### src/rtl/mips_run_pkg.sv
// Shared types for the MIPS run controller: sequencer states and the 2-bit status code.
package mips_run_pkg;

    typedef enum logic [2:0] {
        ST_IDLE    = 3'd0,
        ST_RESET   = 3'd1,
        ST_RUN     = 3'd2,
        ST_HALT    = 3'd3,
        ST_TIMEOUT = 3'd4
    } run_state_t;

    localparam logic [1:0] STAT_IDLE    = 2'b00;
    localparam logic [1:0] STAT_RUN     = 2'b01;
    localparam logic [1:0] STAT_HALT    = 2'b10;
    localparam logic [1:0] STAT_TIMEOUT = 2'b11;

    function automatic logic [1:0] state_status(input run_state_t s);
        logic [1:0] st;
        st = STAT_IDLE;
        case (s)
            ST_RUN:     st = STAT_RUN;
            ST_HALT:    st = STAT_HALT;
            ST_TIMEOUT: st = STAT_TIMEOUT;
            default:    st = STAT_IDLE;
        endcase
        return st;
    endfunction

endpackage

### src/rtl/mips_wtrace_buf.sv
// Circular buffer of the most recent data-memory writes with a saturating fill count.
// Read index 0 selects the newest entry; the read path is combinational.
module mips_wtrace_buf #(
    parameter int DEPTH = 8,
    parameter int W     = 32
) (
    input  logic                     clk,
    input  logic                     rst,
    input  logic                     clr,
    input  logic                     wr_en,
    input  logic [W-1:0]             wr_adr,
    input  logic [W-1:0]             wr_data,
    input  logic [$clog2(DEPTH)-1:0] rd_idx,
    output logic [W-1:0]             rd_adr,
    output logic [W-1:0]             rd_data,
    output logic                     rd_valid
);
    localparam int IDX_W = $clog2(DEPTH);

    logic [W-1:0]     adr_mem  [DEPTH];
    logic [W-1:0]     data_mem [DEPTH];
    logic [IDX_W-1:0] wr_ptr_reg;
    logic [IDX_W:0]   fill_reg;
    logic [IDX_W-1:0] rd_ptr;

    always_ff @(posedge clk or negedge rst) begin
        if (!rst) begin
            wr_ptr_reg <= '0;
            fill_reg   <= '0;
        end else if (clr) begin
            wr_ptr_reg <= '0;
            fill_reg   <= '0;
        end else if (wr_en) begin
            wr_ptr_reg <= wr_ptr_reg + IDX_W'(1);
            if (fill_reg != (IDX_W+1)'(DEPTH))
                fill_reg <= fill_reg + (IDX_W+1)'(1);
        end
    end

    for (genvar gi = 0; gi < DEPTH; gi++) begin : g_entry
        always_ff @(posedge clk) begin
            if (wr_en && wr_ptr_reg == IDX_W'(gi)) begin
                adr_mem[gi]  <= wr_adr;
                data_mem[gi] <= wr_data;
            end
        end
    end

    // Newest entry sits one slot behind the write pointer; index counts backwards in time.
    assign rd_ptr   = wr_ptr_reg - IDX_W'(1) - rd_idx;
    assign rd_adr   = adr_mem[rd_ptr];
    assign rd_data  = data_mem[rd_ptr];
    assign rd_valid = ({1'b0, rd_idx} < fill_reg);

endmodule

### src/rtl/mips_run_ctrl.sv
// Run sequencer for the single-cycle MIPS: timed CPU reset, run with halt/timeout detection,
// cycle and write counting. Define MIPS_RUN_WTRACE_EN to add the data-write trace buffer.
module mips_run_ctrl
    import mips_run_pkg::*;
#(
    parameter int ADDR_W       = 32,
    parameter int CYC_W        = 16,
    parameter int RESET_CYCLES = 2,
    parameter int HALT_REPEAT  = 4,
    parameter int MAX_CYCLES   = 312,
    parameter int TRACE_DEPTH  = 8
) (
    input  logic                           clk,
    input  logic                           rst,
    input  logic                           start,
    input  logic [ADDR_W-1:0]              inst_adr,
    input  logic                           mem_write,
    input  logic [ADDR_W-1:0]              data_adr,
    input  logic [ADDR_W-1:0]              data_wr,
    output logic                           cpu_rst,
    output logic                           running,
    output logic                           done,
    output logic [1:0]                     status,
    output logic [CYC_W-1:0]               cycle_cnt,
    output logic [CYC_W-1:0]               wr_cnt
`ifdef MIPS_RUN_WTRACE_EN
    ,
    input  logic [$clog2(TRACE_DEPTH)-1:0] trace_idx,
    output logic [ADDR_W-1:0]              trace_adr,
    output logic [ADDR_W-1:0]              trace_data,
    output logic                           trace_valid
`endif
);
    localparam int RST_W  = $clog2(RESET_CYCLES + 1);
    localparam int SAME_W = $clog2(HALT_REPEAT);

    run_state_t        state_reg, state_next;
    logic [RST_W-1:0]  rst_cnt_reg;
    logic [CYC_W-1:0]  cycle_cnt_reg, wr_cnt_reg;
    logic [ADDR_W-1:0] prev_adr_reg;
    logic              prev_valid_reg;
    logic [SAME_W-1:0] same_cnt_reg;
    logic              cpu_rst_reg, running_reg, done_reg;
    logic [1:0]        status_reg;

    logic pc_match, halt_hit, timeout_hit, launch, in_run;

    assign in_run   = (state_reg == ST_RUN);
    assign pc_match = prev_valid_reg && (inst_adr == prev_adr_reg);
    // same_cnt counts matches, so HALT_REPEAT equal PCs end the run on the (HALT_REPEAT-1)th match.
    assign halt_hit    = pc_match && (same_cnt_reg == SAME_W'(HALT_REPEAT - 2));
    assign timeout_hit = (cycle_cnt_reg == CYC_W'(MAX_CYCLES - 1));
    assign launch      = start && (state_reg == ST_IDLE || state_reg == ST_HALT ||
                                   state_reg == ST_TIMEOUT);

    always_comb begin
        state_next = state_reg;
        case (state_reg)
            ST_IDLE:    if (start) state_next = ST_RESET;
            ST_RESET:   if (rst_cnt_reg == '0) state_next = ST_RUN;
            ST_RUN: begin
                if (halt_hit)         state_next = ST_HALT;
                else if (timeout_hit) state_next = ST_TIMEOUT;
            end
            ST_HALT,
            ST_TIMEOUT: if (start) state_next = ST_RESET;
            default:    state_next = ST_IDLE;
        endcase
    end

    always_ff @(posedge clk or negedge rst) begin
        if (!rst) begin
            state_reg      <= ST_IDLE;
            rst_cnt_reg    <= '0;
            cycle_cnt_reg  <= '0;
            wr_cnt_reg     <= '0;
            prev_adr_reg   <= '0;
            prev_valid_reg <= 1'b0;
            same_cnt_reg   <= '0;
            cpu_rst_reg    <= 1'b1;
            running_reg    <= 1'b0;
            done_reg       <= 1'b0;
            status_reg     <= STAT_IDLE;
        end else begin
            state_reg   <= state_next;
            cpu_rst_reg <= (state_next != ST_RUN);
            running_reg <= (state_next == ST_RUN);
            done_reg    <= (state_next == ST_HALT) || (state_next == ST_TIMEOUT);
            status_reg  <= state_status(state_next);
            if (launch) begin
                rst_cnt_reg    <= RST_W'(RESET_CYCLES - 1);
                cycle_cnt_reg  <= '0;
                wr_cnt_reg     <= '0;
                prev_valid_reg <= 1'b0;
                same_cnt_reg   <= '0;
            end else if (state_reg == ST_RESET) begin
                if (rst_cnt_reg != '0)
                    rst_cnt_reg <= rst_cnt_reg - RST_W'(1);
            end else if (in_run) begin
                cycle_cnt_reg  <= cycle_cnt_reg + CYC_W'(1);
                if (mem_write && !(&wr_cnt_reg))
                    wr_cnt_reg <= wr_cnt_reg + CYC_W'(1);
                prev_adr_reg   <= inst_adr;
                prev_valid_reg <= 1'b1;
                same_cnt_reg   <= pc_match ? same_cnt_reg + SAME_W'(1) : '0;
            end
        end
    end

    assign cpu_rst   = cpu_rst_reg;
    assign running   = running_reg;
    assign done      = done_reg;
    assign status    = status_reg;
    assign cycle_cnt = cycle_cnt_reg;
    assign wr_cnt    = wr_cnt_reg;

`ifdef MIPS_RUN_WTRACE_EN
    mips_wtrace_buf #(
        .DEPTH (TRACE_DEPTH),
        .W     (ADDR_W)
    ) u_wtrace (
        .clk      (clk),
        .rst      (rst),
        .clr      (launch),
        .wr_en    (in_run && mem_write),
        .wr_adr   (data_adr),
        .wr_data  (data_wr),
        .rd_idx   (trace_idx),
        .rd_adr   (trace_adr),
        .rd_data  (trace_data),
        .rd_valid (trace_valid)
    );
`else
    localparam int unused_trace_depth = TRACE_DEPTH;
    logic unused_data;
    assign unused_data = ^{data_adr, data_wr};
`endif

endmodule

### config.mk
export PLATFORM = sky130hd
export DESIGN_NAME = mips_run_ctrl
export DESIGN_NICKNAME = d
export VERILOG_FILES = /design/src/rtl/mips_run_pkg.sv /design/src/rtl/mips_wtrace_buf.sv /design/src/rtl/mips_run_ctrl.sv
export SDC_FILE = /design/constraint.sdc
export NUM_CORES = 1
export LEC_CHECK = 0
export ABC_AREA = 1
export ABC_CLOCK_PERIOD_IN_PS = 2690
export BUFFER_PORTS_ARGS = -buffer_cell sky130_fd_sc_hd__buf_2
export CORE_MARGIN = 5
export CORE_UTILIZATION = 55
export CTS_CLUSTER_SIZE = 28
export DETAILED_ROUTE_END_ITERATION = 6
export PLACE_DENSITY = 0.85
export SLEW_MARGIN = 20
export SYNTH_ARGS = -nofsm -noshare
export SYNTH_HDL_FRONTEND = slang
export SYNTH_SLANG_ARGS = --single-unit
### constraint.sdc
create_clock -name clk -period 2.69 [get_ports clk]
set_input_delay 0.538 -clock clk [delete_from_list [all_inputs] [get_ports clk]]
set_output_delay 0.538 -clock clk [all_outputs]
set_load 0.005 [all_outputs]
==> metrics.txt <==
status=completed; nets=734; Filler cells=632; placed cell area=4710 um2; CTS max path bufs=2; Final GP Congestion=0.918; largest net degree at the start of global routing=78; Routed Antenna Nets=0; Max-Cap Viols=0; R2R setup slack=0.56 ns; row cnt=32; clk slew on worst S/H paths=0.08 ns; DRC viols=0; CTS root buffer=clkbuf_8; minimum clock period after layout=2.13 ns; number of global-route vias before repair=3623; Fmax=471 MHz; syn nets=661; Worst-Margin Slew=0.547 ns; Adder-Cell Fraction of Synth Area=0.0117; DIE AREA=9660 um2; # diodes=0; drt via density=5.11; max_slew headroom=0.635; # hold bufs at CTS=0; Comb power frac=0.145; GRT Total Usage=0.197; Setup TNS=0 ns; DRT Pass-1 Iters=5; RSZ-0062 raised after global routing=false; drt total wl=9140 um; CORE AREA=7650 um2; Switching Share=0.262; DP Worst Slack=0.581 ns; fraction of registers with async set/reset=1.00; Design Power=2.73 mW; compound-cell area share of the yosys netlist=0.0989; Clk pwr share=0.378; CTS tree=built; max reg flops=32; leakage=2.60 nW; cells after synthesis=557; # port buffers=72; Post-Syn Area=4290 um2; post-synthesis simple-gate area fraction=0.290; Post-synth EDFFs=0; multi-input logic area=1940 um2; Synth Area in XOR/XNOR=0.0511; clk_skew=0.00757 ns; worst-path cell chain=nand2_1 -> o21ai_2 -> nand2_4 -> nand2_4 -> nand3_2 -> nand2_4 -> inv_1 -> nand2_1 -> nand2_1; fraction of layout cells with a size suffix above 1=0.194; Yosys cell types=29; # Post-CTS Setup Buffers=0; main combinational cell family by area after synthesis=simple AND/OR/NAND/NOR gates; Post-Layout Inst Area=4970 um2; final hold viol count=0; initial antenna violation count=0; DR iter-0 viols=160; CTS resizes=0; clock sinks=77; post-synthesis sequential area ratio=0.450; synth warn=0; final worst slack=0.565 ns; CTS buffer count=9; Worst Path Max Fanout=28; boundary pin count=137; final worst path period share=0.790; Peak VDD IR=336 uV; Worst setup SP type=flip-flop; Slew Limit Fails=0; synthesized area per cell=7.70 um2; Critical-path top delay cell=dfrtp_1; flops & latches, synth=77; largest stage delay on the critical path=0.43 ns; multiplexer area fraction after synthesis=0; initial core utilization=0.561; H-tree depth=3; Die Height=98.3 um; Clk Latency, worst-skew pair=0.34 ns; WL per Instance=12.4 um; CP required=2.92 ns; final setup fails=0; CP Class=flip-flop to flip-flop; DIE WIDTH=98.3 um; dominant synthesized flop cell=dfrtp_1; FF/Latch Area=1930 um2; Sw Pwr=0.717 mW; crit end category=flip-flop; grt total ovfl=0; vias post-DR=3769; HPWL Detailed=6690 um; WP data arrival=2.35 ns; sequential power share=0.477; Area growth, synth to finish=15.9%; PwrDens=550 nW/um2; Hold Path Class=primary input to asynchronous set/reset pin; P_int=2.02 mW; first-pass GRT wire length=16000 um
-- stage by stage --
stage / util / instances / hold WS (ns)
floorplan: - / 557 / 0.242
global placement: 0.616 / 720 / 0.470
detailed placement: 0.616 / 720 / 0.481
CTS: 0.647 / 736 / 0.380
global route: 0.650 / 737 / 0.217
finish: 0.650 / 737 / 0.170
-- routing by layer --
metal | vias to the layer above | GRT usage | wire length [um]
met3 | 18 | 0.0400 | 583
met1 | 1715 | 0.261 | 4010
met2 | 127 | 0.319 | 4380
met4 | 0 | 0.0735 | 165
li1 | 1909 | - | -
met5 | - | 0 | 0
-- power by group through the flow --
stage	Sequential [mW]	Clock (mW)	Combinational, mW
4_1_cts	1.30	1.05	0.399
3_5_place_dp	1.33	0	0.398
2_1_floorplan	1.32	0	0.253
3_3_place_gp	1.32	0	0.385
5_1_grt	1.32	1.10	0.455
6_report	1.30	1.03	0.396
-- cell families after synthesis --
group                      count (synthesis)
AOI/OAI and AO/OA                         73
xor gates and xnor gates                  25
adders and majority gates                  4
buffers and inverters                    101
DFF                                       77
and+or+nand+nor                          277
-- area by class of cell --
class                           instances  area share
Multi-Input combinational cell        379       0.391
Tap cell                              102      0.0257
Clock inverter                          3      0.0131
Clock buffer                           13      0.0360
Timing Repair Buffer                   75      0.0800
Inverter                               88      0.0664
Sequential cell                        77       0.388
-- critical path: cells and delay by family (launching register included) --
family                 cells  cell delay, ns
AND/OR/NAND/NOR            7            1.20
AO/OA/AOI/OAI              1            0.21
buffers and inverters      1            0.17
flip-flops                 1            0.43
-- synthesized netlist by cell type (all sizes together), types with 10 or more instances --
library cell,instances,share of area
nor2,32,0.029
xnor2,11,0.022
buf,10,0.019
a21oi,12,0.014
nand3,41,0.060
xor2,14,0.029
inv,88,0.077
nand2,170,0.15
dfrtp,76,0.44
nor3,16,0.020
o21ai,54,0.074
-- placed cells by master, fill, tap and decap left out, drive strengths merged --
cell      n
nand2   170
inv      88
dfrtp    76
buf      75
o21ai    54
nand3    41
nor2     32
nor3     16
xor2     14
clkbuf   13
a21oi    12
xnor2    11
nand4     8
nor4      8
ha        4
o22ai     3
nand3b    2
a31oi     2
bufinv    2
a22o      1
o32ai     1
clkinv    1
dfstp     1
-- worst paths after layout --
check / startpoint / to / cells after the start
max in group asynchronous: rst / cpu_rst$_DFF_PN1_ / 2
max: state_reg[1]$_DFF_PN0_ / wr_cnt[14]$_DFFE_PN0P_ / 9
min reg2reg: same_cnt_reg[1]$_DFFE_PN0P_ / same_cnt_reg[1]$_DFFE_PN0P_ / 2
min: rst / prev_adr_reg[23]$_DFFE_PN0P_ / 1
min in group clk: inst_adr[10] / prev_adr_reg[10]$_DFFE_PN0P_ / 3
max reg2reg: state_reg[1]$_DFF_PN0_ / wr_cnt[14]$_DFFE_PN0P_ / 9
No activity file was read; power rests on OpenSTA's default activity.
